## config.mk

```make
export PLATFORM = sky130hd
export DESIGN_NAME = axi_lite_reg_slave_flat
export DESIGN_NICKNAME = d
export VERILOG_FILES = /design/src/rtl/axi_lite_reg_slave_if.sv /design/src/rtl/axi_lite_reg_slave.sv /design/src/flat_wrapper.sv
export SDC_FILE = /design/constraint.sdc
export NUM_CORES = 1
export LEC_CHECK = 0
export ABC_AREA = 1
export CAP_MARGIN = 15
export CORE_ASPECT_RATIO = 0.8
export CORE_MARGIN = 8
export CORE_UTILIZATION = 50
export DETAILED_ROUTE_END_ITERATION = 8
export GPL_ROUTABILITY_DRIVEN = 0
export PLACE_DENSITY = 0.84
export SYNTH_ARGS = -nofsm -noshare
export SYNTH_HDL_FRONTEND = slang
export SYNTH_SLANG_ARGS = --single-unit
```

## constraint.sdc

```tcl
create_clock -name aclk -period 2.6 [get_ports aclk]
set_input_delay 0.52 -clock aclk [delete_from_list [all_inputs] [get_ports aclk]]
set_output_delay 0.52 -clock aclk [all_outputs]
set_load 0.02 [all_outputs]
```

## src/rtl/axi_lite_reg_slave_if.sv

```systemverilog
// AXI4-Lite bus bundle for the register slave: write address/data/response and read channels.
interface axi_lite_reg_slave_if;
    logic [31:0] AWADDR;
    logic        AWVALID;
    logic        AWREADY;
    logic [31:0] WDATA;
    logic [3:0]  WSTRB;
    logic        WVALID;
    logic        WREADY;
    logic [1:0]  BRESP;
    logic        BVALID;
    logic        BREADY;
    logic [31:0] ARADDR;
    logic        ARVALID;
    logic        ARREADY;
    logic [31:0] RDATA;
    logic [1:0]  RRESP;
    logic        RVALID;
    logic        RREADY;

    modport master (
        output AWADDR, AWVALID, WDATA, WSTRB, WVALID, BREADY, ARADDR, ARVALID, RREADY,
        input  AWREADY, WREADY, BRESP, BVALID, ARREADY, RDATA, RRESP, RVALID
    );

    modport slave (
        input  AWADDR, AWVALID, WDATA, WSTRB, WVALID, BREADY, ARADDR, ARVALID, RREADY,
        output AWREADY, WREADY, BRESP, BVALID, ARREADY, RDATA, RRESP, RVALID
    );
endinterface

```

## src/rtl/axi_lite_reg_slave.sv

```systemverilog
// AXI4-Lite slave with four word registers: CTRL (rw), SCRATCH (rw), STATUS (ro), ID (ro).
// AW and W are accepted independently and the write commits on the edge completing the pair.
module axi_lite_reg_slave #(
    parameter logic [31:0] ID_VALUE = 32'h5A5A_0001
) (
    input  logic                       aclk,
    input  logic                       areset,
    axi_lite_reg_slave_if.slave        bus,
    input  logic [31:0]                status_in,
    output logic [31:0]                ctrl_out,
    output logic                       ctrl_wr
);

    localparam int unsigned DW = 32;
    localparam int unsigned SW = DW / 8;

    localparam logic [1:0] RESP_OKAY   = 2'b00;
    localparam logic [1:0] RESP_SLVERR = 2'b10;

    localparam logic [1:0] IDX_CTRL    = 2'd0;
    localparam logic [1:0] IDX_SCRATCH = 2'd1;
    localparam logic [1:0] IDX_STATUS  = 2'd2;
    localparam logic [1:0] IDX_ID      = 2'd3;

    logic          aw_done;
    logic          w_done;
    logic [31:2]   aw_addr_q;
    logic [DW-1:0] w_data_q;
    logic [SW-1:0] w_strb_q;
    logic          bvalid_q;
    logic [1:0]    bresp_q;
    logic          rvalid_q;
    logic [1:0]    rresp_q;
    logic [DW-1:0] rdata_q;
    logic [DW-1:0] ctrl_q;
    logic [DW-1:0] scratch_q;
    logic          ctrl_wr_q;

    logic          aw_hs;
    logic          w_hs;
    logic          ar_hs;
    logic          commit;
    logic [31:2]   wr_addr;
    logic [DW-1:0] wr_data;
    logic [SW-1:0] wr_strb;
    logic          wr_in_range;
    logic          wr_writable;
    logic [DW-1:0] wr_merged;
    logic          rd_in_range;
    logic [DW-1:0] rd_word;
    logic          unused_addr_bits;

    // Ready signals are forced low while reset is held.
    assign bus.AWREADY = !areset && !aw_done && !bvalid_q;
    assign bus.WREADY  = !areset && !w_done  && !bvalid_q;
    assign bus.ARREADY = !areset && !rvalid_q;

    assign aw_hs  = bus.AWVALID && bus.AWREADY;
    assign w_hs   = bus.WVALID  && bus.WREADY;
    assign ar_hs  = bus.ARVALID && bus.ARREADY;
    assign commit = (aw_done || aw_hs) && (w_done || w_hs);

    // The channel completing on this edge supplies its live bus value.
    assign wr_addr = aw_hs ? bus.AWADDR[31:2] : aw_addr_q;
    assign wr_data = w_hs  ? bus.WDATA        : w_data_q;
    assign wr_strb = w_hs  ? bus.WSTRB        : w_strb_q;

    assign wr_in_range = (wr_addr[31:4] == 28'd0);
    assign wr_writable = wr_in_range &&
                         ((wr_addr[3:2] == IDX_CTRL) || (wr_addr[3:2] == IDX_SCRATCH));

    always_comb begin
        wr_merged = (wr_addr[3:2] == IDX_CTRL) ? ctrl_q : scratch_q;
        for (int b = 0; b < int'(SW); b++) begin
            if (wr_strb[b]) begin
                wr_merged[8*b +: 8] = wr_data[8*b +: 8];
            end
        end
    end

    assign rd_in_range = (bus.ARADDR[31:4] == 28'd0);

    always_comb begin
        rd_word = '0;
        if (rd_in_range) begin
            case (bus.ARADDR[3:2])
                IDX_CTRL:    rd_word = ctrl_q;
                IDX_SCRATCH: rd_word = scratch_q;
                IDX_STATUS:  rd_word = status_in;
                IDX_ID:      rd_word = ID_VALUE;
                default:     rd_word = '0;
            endcase
        end
    end

    assign unused_addr_bits = ^{bus.AWADDR[1:0], bus.ARADDR[1:0]};

    // Write channel acceptance, commit and response.
    always_ff @(posedge aclk) begin
        if (areset) begin
            aw_done   <= 1'b0;
            w_done    <= 1'b0;
            aw_addr_q <= '0;
            w_data_q  <= '0;
            w_strb_q  <= '0;
            bvalid_q  <= 1'b0;
            bresp_q   <= RESP_OKAY;
            ctrl_q    <= '0;
            scratch_q <= '0;
            ctrl_wr_q <= 1'b0;
        end else begin
            ctrl_wr_q <= 1'b0;
            if (commit) begin
                aw_done  <= 1'b0;
                w_done   <= 1'b0;
                bvalid_q <= 1'b1;
                bresp_q  <= wr_writable ? RESP_OKAY : RESP_SLVERR;
                if (wr_writable && (wr_addr[3:2] == IDX_CTRL)) begin
                    ctrl_q    <= wr_merged;
                    ctrl_wr_q <= 1'b1;
                end
                if (wr_writable && (wr_addr[3:2] == IDX_SCRATCH)) begin
                    scratch_q <= wr_merged;
                end
            end else begin
                if (aw_hs) begin
                    aw_done   <= 1'b1;
                    aw_addr_q <= bus.AWADDR[31:2];
                end
                if (w_hs) begin
                    w_done   <= 1'b1;
                    w_data_q <= bus.WDATA;
                    w_strb_q <= bus.WSTRB;
                end
                if (bvalid_q && bus.BREADY) begin
                    bvalid_q <= 1'b0;
                end
            end
        end
    end

    // Read channel: data captured on the AR edge, held until accepted.
    always_ff @(posedge aclk) begin
        if (areset) begin
            rvalid_q <= 1'b0;
            rresp_q  <= RESP_OKAY;
            rdata_q  <= '0;
        end else if (ar_hs) begin
            rvalid_q <= 1'b1;
            rresp_q  <= rd_in_range ? RESP_OKAY : RESP_SLVERR;
            rdata_q  <= rd_word;
        end else if (rvalid_q && bus.RREADY) begin
            rvalid_q <= 1'b0;
        end
    end

    assign bus.BVALID = bvalid_q;
    assign bus.BRESP  = bresp_q;
    assign bus.RVALID = rvalid_q;
    assign bus.RRESP  = rresp_q;
    assign bus.RDATA  = rdata_q;
    assign ctrl_out   = ctrl_q;
    assign ctrl_wr    = ctrl_wr_q;

endmodule
```

## src/flat_wrapper.sv

```systemverilog
// flat-port wrapper written by rule: the top's interface ports become plain ports
module axi_lite_reg_slave_flat 
#(
    parameter logic [31:0] ID_VALUE = 32'h5A5A_0001
)
  (aclk, areset, status_in, ctrl_out, ctrl_wr, bus_AWADDR, bus_AWVALID, bus_WDATA, bus_WSTRB, bus_WVALID, bus_BREADY, bus_ARADDR, bus_ARVALID, bus_RREADY, bus_AWREADY, bus_WREADY, bus_BRESP, bus_BVALID, bus_ARREADY, bus_RDATA, bus_RRESP, bus_RVALID);
  axi_lite_reg_slave_if bus_i ();
  input  logic aclk;
  input  logic areset;
  input  logic [31:0] status_in;
  output logic [31:0] ctrl_out;
  output logic ctrl_wr;
  input wire logic [$bits(bus_i.AWADDR)-1:0] bus_AWADDR;
  input wire logic [$bits(bus_i.AWVALID)-1:0] bus_AWVALID;
  input wire logic [$bits(bus_i.WDATA)-1:0] bus_WDATA;
  input wire logic [$bits(bus_i.WSTRB)-1:0] bus_WSTRB;
  input wire logic [$bits(bus_i.WVALID)-1:0] bus_WVALID;
  input wire logic [$bits(bus_i.BREADY)-1:0] bus_BREADY;
  input wire logic [$bits(bus_i.ARADDR)-1:0] bus_ARADDR;
  input wire logic [$bits(bus_i.ARVALID)-1:0] bus_ARVALID;
  input wire logic [$bits(bus_i.RREADY)-1:0] bus_RREADY;
  output wire logic [$bits(bus_i.AWREADY)-1:0] bus_AWREADY;
  output wire logic [$bits(bus_i.WREADY)-1:0] bus_WREADY;
  output wire logic [$bits(bus_i.BRESP)-1:0] bus_BRESP;
  output wire logic [$bits(bus_i.BVALID)-1:0] bus_BVALID;
  output wire logic [$bits(bus_i.ARREADY)-1:0] bus_ARREADY;
  output wire logic [$bits(bus_i.RDATA)-1:0] bus_RDATA;
  output wire logic [$bits(bus_i.RRESP)-1:0] bus_RRESP;
  output wire logic [$bits(bus_i.RVALID)-1:0] bus_RVALID;
  assign bus_i.AWADDR = bus_AWADDR;
  assign bus_i.AWVALID = bus_AWVALID;
  assign bus_i.WDATA = bus_WDATA;
  assign bus_i.WSTRB = bus_WSTRB;
  assign bus_i.WVALID = bus_WVALID;
  assign bus_i.BREADY = bus_BREADY;
  assign bus_i.ARADDR = bus_ARADDR;
  assign bus_i.ARVALID = bus_ARVALID;
  assign bus_i.RREADY = bus_RREADY;
  assign bus_AWREADY = bus_i.AWREADY;
  assign bus_WREADY = bus_i.WREADY;
  assign bus_BRESP = bus_i.BRESP;
  assign bus_BVALID = bus_i.BVALID;
  assign bus_ARREADY = bus_i.ARREADY;
  assign bus_RDATA = bus_i.RDATA;
  assign bus_RRESP = bus_i.RRESP;
  assign bus_RVALID = bus_i.RVALID;
  axi_lite_reg_slave #(.ID_VALUE(ID_VALUE)) u_core (.aclk(aclk), .areset(areset), .bus(bus_i), .status_in(status_in), .ctrl_out(ctrl_out), .ctrl_wr(ctrl_wr));
endmodule
```

* After elaboration in Yosys (flattened, before gate mapping)
Index checks and enable logic that the tools add are counted.
** Storage, ports and cells
- Register bits after elaboration :: 171
- Output and inout port bits :: 74
- Logic and storage cells :: 67
** Cells by class
- Equal/unequal tests :: 4
- Muxes and demuxes :: 17
- Bitwise operators :: 1
- Reductions and logical operators :: 32
** Operators with widths (count)
- 32-bit case mux with 4 select lines :: 1
- 32-bit 2-to-1 mux :: 3
- 28-bit zero test :: 2
- 8-bit 2-to-1 mux :: 4
- 30-bit 2-to-1 mux :: 1
- 1-bit logical AND :: 14
- 1-bit zero test :: 5
- 1-bit 2-to-1 mux :: 5
- 2-bit by 1-bit == test with 1-bit output (second input constant) :: 2
- 2-bit == test (second input constant) :: 2
- 2-bit zero test :: 2
- 2-bit 2-to-1 mux :: 2
- 4-bit 2-to-1 mux :: 1
- 2-bit AND reduction :: 2
- 2-bit nonzero test :: 2
- 2-bit OR reduction :: 2
- 1-bit logical OR :: 3
- 1-bit NOT :: 1

* Depth between registers and ports, before layout
- Depth after elaboration :: 10
- Gate-level depth with buffers :: 15
- Mapped depth without buffers :: 12

* Worst setup path after synthesis
OpenSTA, ideal clock, no wires.
- Path kind :: input -> register
- Start point :: input areset
- End point :: register u_core.rdata_q[29], in the netlist u_core.bus.RDATA[29]
- Arrival :: 2068 ps
- Path slack :: 461 ps
- Stages on the path :: 8
- Buffers on the path :: 1
- Path through :: nor2_1 -> nand2_1 -> inv_1 -> nand2_1 -> nor3_1 -> clkbuf_1 -> nand2_1 -> a21oi_1
** Between the ends
- Word-level cells in the longest chain between the ends :: 3
** RTL lines
- from (decl) :: line flat_wrapper.sv:9 : input logic areset;
- 1-bit zero test :: line axi_lite_reg_slave.sv:56 : assign bus.ARREADY = !areset && !rvalid_q;
- 1-bit logical AND :: line axi_lite_reg_slave.sv:56
- 1-bit logical AND :: line axi_lite_reg_slave.sv:60 : assign ar_hs = bus.ARVALID && bus.ARREADY;
- to (signal assigned) :: line axi_lite_reg_slave.sv:151 : rdata_q <= rd_word;
- to (decl) :: line axi_lite_reg_slave.sv:34 : logic [DW-1:0] rdata_q;
Several ways; a longest one is shown, not always the timed one.
A chain may end at the register's enable or synchronous reset.

* Worst setup path in the final report
- Start point :: input areset
- End point :: output bus_ARREADY
** Between the ends
- Word-level cells in the longest chain between the ends :: 2
** RTL lines
- 1-bit zero test :: line axi_lite_reg_slave.sv:56
- 1-bit logical AND :: line axi_lite_reg_slave.sv:56
- to (decl) :: line flat_wrapper.sv:26 : output wire logic [$bits(bus_i.ARREADY)-1:0] bus_ARREADY;
Every way passes these cells.

==> flow_summary_export.csv <==
group,metric,value,unit
sta,min_period,2.50,ns
synth,yosysWarnings,0,
detailed_routing,firstDrtPassIters,6,
power,p_leak,0.00545,µW
finish,drive_gt1_share,7.51,%
power,power.density,545,mW/mm²
run,max_cap_viol_count,0,
synth,ys_ff_latch,169,
floorplanning,initial_core_util,50.8,%
floorplanning,core_area,0.0172,mm²
setup_path,crit_arrival,1.98,ns
place,io_buffers,206,
sta,report.final.slew_viol_count,0,
synth,synth-edff-count,0,
finish,multiInputGateArea,0.00410,mm²
sta,whs,0.465,ns
sta,finalSetupViolCount,0,
finish,final_cell_mix,"438 x nand2_1, 226 x inv_1, 204 x clkdlybuf4s50_1",
finish,nNetsFinal,1727,
finish,seq_area,0.00338,mm²
finish,final_common_cell,"nand2_1",
detailed_routing,ant_nets,0,
grt,antenna_found_initial,0,
min_path,hold_depth,2,
synth,syn_area,0.00875,mm²
run_status,status,"finished clean",
synth,avgSynthCellArea,6.40,µm²
min_path,hold_path_end,"u_core.bus.RDATA[4]",
sta,fmax,399,MHz
floorplanning,dieArea,0.0220,mm²
clock_network,path_clk_slew,0.06,ns
place,placed_cells,1794,
clock_network,numCtsBuffers,17,
clock_network,cts-root-buf,"clkbuf_16",
setup_path,timing.rr.start,"u_core.aw_done",
setup_path,path_max_fanout,6,
clock_network,htree_levels,4,
min_path,hp-class,"flip-flop to flip-flop",
place,place_ws,-0.206,ns
power,irDropWorstVdd,0.000472,V
sta,fin_ws,0.0961,ns
sta,min_period_over_period,96.3,%
clock_network,cts_sinks,169,
setup_path,start_kind,"input pin",
synth,synthCells,1368,
detailed_routing,wl_per_cell,16.0,µm
clock_network,clock_latency,0.42,ns
grt,grt_pass1_vias,9258,
min_path,worstHoldStart,"u_core.bus.RDATA[4]",
synth,synth-async-reset-ratio,0,%
synth,ys_seq_area_share,38.7,%
detailed_routing,drcViolationCount,0,
detailed_routing,vias,9881,
floorplanning,num_rows,43,
grt,grt_overflow,0,
finish,fin_cells,1822,
place,hpwl,20.6,mm
clock_network,cts_setup_buffers,0,
finish,n_antenna_cell,0,
sta,hold_viol,0,
setup_path,cp-end-kind,"output pin",
finish,fill_cells,1405,
floorplanning,die_x,164,µm
grt,grt_max_degree,53,
sta,worst_clock_skew,0.00738,ns
setup_path,timing.rr.end,"u_core.ctrl_out[23]",
setup_path,r2r_cells,12,
setup_path,reg2reg_slack,0.25,ns
synth,ys.flop_type,"dfxtp_1",
synth,post_synth_num_cell_types,28,
clock_network,cts_buffer_depth,2,
grt,grt_pass1_wl,45.5,mm
sta,rsz0062_at_grt,"false",
floorplanning,ios,213,
detailed_routing,drt_iter0_drc,1023,
finish,area_growth,37.2,%
setup_path,worst-setup-path-type,"input pin to output pin",
detailed_routing,routed_wl,29.1,mm
setup_path,required,2.08,ns
finish,fin_util,69.7,%
grt,grt_usage,25.4,%
detailed_routing,vias_per_cell,5.42,
clock_network,cts_tree,"built",
floorplanning,die_h,134,µm
## per-layer routing
layer  part of all wire (%)  track usage, %  vias to the layer above  wire (µm)
met1                     40            30.9                     4489      11700
met3                     10            6.28                       66       2970
met4                    2.2            8.52                        0        640
met5                      0               0                        -          0
met2                     48            43.2                      509      13900
li1                       -               -                     4817          -
## timing repair
item	4_1_cts	5_1_grt
hold buffers	0	0
endpoints found under the setup margin	1	1
resized for setup	1	1
## synthesized netlist by cell type, types with 3 or more instances
cell type / n / share of area (%)
buf_4: 9 / 0.77
o21ai_1: 3 / 0.17
inv_1: 226 / 9.7
dfxtp_1: 169 / 39
nor3_1: 3 / 0.17
o22ai_1: 65 / 4.6
buf_1: 12 / 0.51
nor4_1: 5 / 0.36
o21ai_0: 39 / 2.2
nand2_1: 439 / 19
clkbuf_1: 41 / 1.8
buf_2: 23 / 1.3
nor2_1: 101 / 4.3
nand3_1: 76 / 4.3
a21oi_1: 29 / 1.7
nand4_1: 83 / 5.9
buf_6: 5 / 0.64
o221ai_1: 23 / 2.3
a221oi_1: 6 / 0.60
## worst max path at each step
stage	startpoint	to	slack [ns]	depth (start not counted)
final	areset	bus_ARREADY	0.1	4
after floorplan	areset	u_core.bus.RDATA[29]	0.46	8
after global routing	areset	u_core.scratch_q[5]	0.01	13
after CTS	areset	bus_WREADY	0.01	4
after detailed placement	areset	u_core.scratch_q[5]	-0.21	13
after global placement	areset	u_core.scratch_q[29]	-0.15	13
## power breakdown
part	internal [µW]	switching, µW	leakage (µW)
Sequential	2700	34.9	0.00137
Combinational	616	840	0.00381
Clock	1370	987	0.000262
## kinds of logic (layout without fill, tap and decap cells)
family                 count (synthesis)  in the layout  share of synthesized area (%)
AND/OR/NAND/NOR                      712            712                           34.7
buffers and inverters                319            547                           14.8
flip-flops                           169            169                           38.7
AO/OA/AOI/OAI                        167            167                           11.8
other                                  1              2                         0.0428
## flip-flops by register name (all words and copies together), names as in the netlist
name and count:
u_core.aw_done 1, u_core.w_data_q 32, u_core.scratch_q 32, u_core.w_strb_q 4, u_core.bus.RDATA 32, u_core.aw_addr_q 30, u_core.bus.BVALID 1, u_core.bus.BRESP 1
u_core.ctrl_wr 1, u_core.ctrl_out 32, u_core.bus.RVALID 1, u_core.w_done 1, u_core.bus.RRESP 1
## layout make-up
class / instances / area share (%)
Multi-Input combinational cell: 881 / 34.1
Sequential cell: 169 / 28.2
Timing Repair Buffer: 290 / 23.8
Inverter: 229 / 7.16
Clock buffer: 24 / 4.01
Tap cell: 225 / 2.34
Clock inverter: 4 / 0.375
## metrics by stage
| step | TNS (ns) | power, µW | instance area (µm²) |
|---|---|---|---|
| after floorplan | 0 | 3560 | 8760 |
| after global placement | -7.59 | 4170 | 11500 |
| after detailed placement | -10.25 | 4210 | 11500 |
| after CTS | 0 | 6540 | 12000 |
| after global routing | 0 | 6810 | 12000 |
| final | 0 | 6550 | 12000 |
## critical path: stages
cell             delay [ns]
clkdlybuf4s50_1        0.49
buf_4                  0.21
nor2_1                 0.13
clkdlybuf4s50_1        0.63
Note: power is estimated with default switching activity, not from simulation.
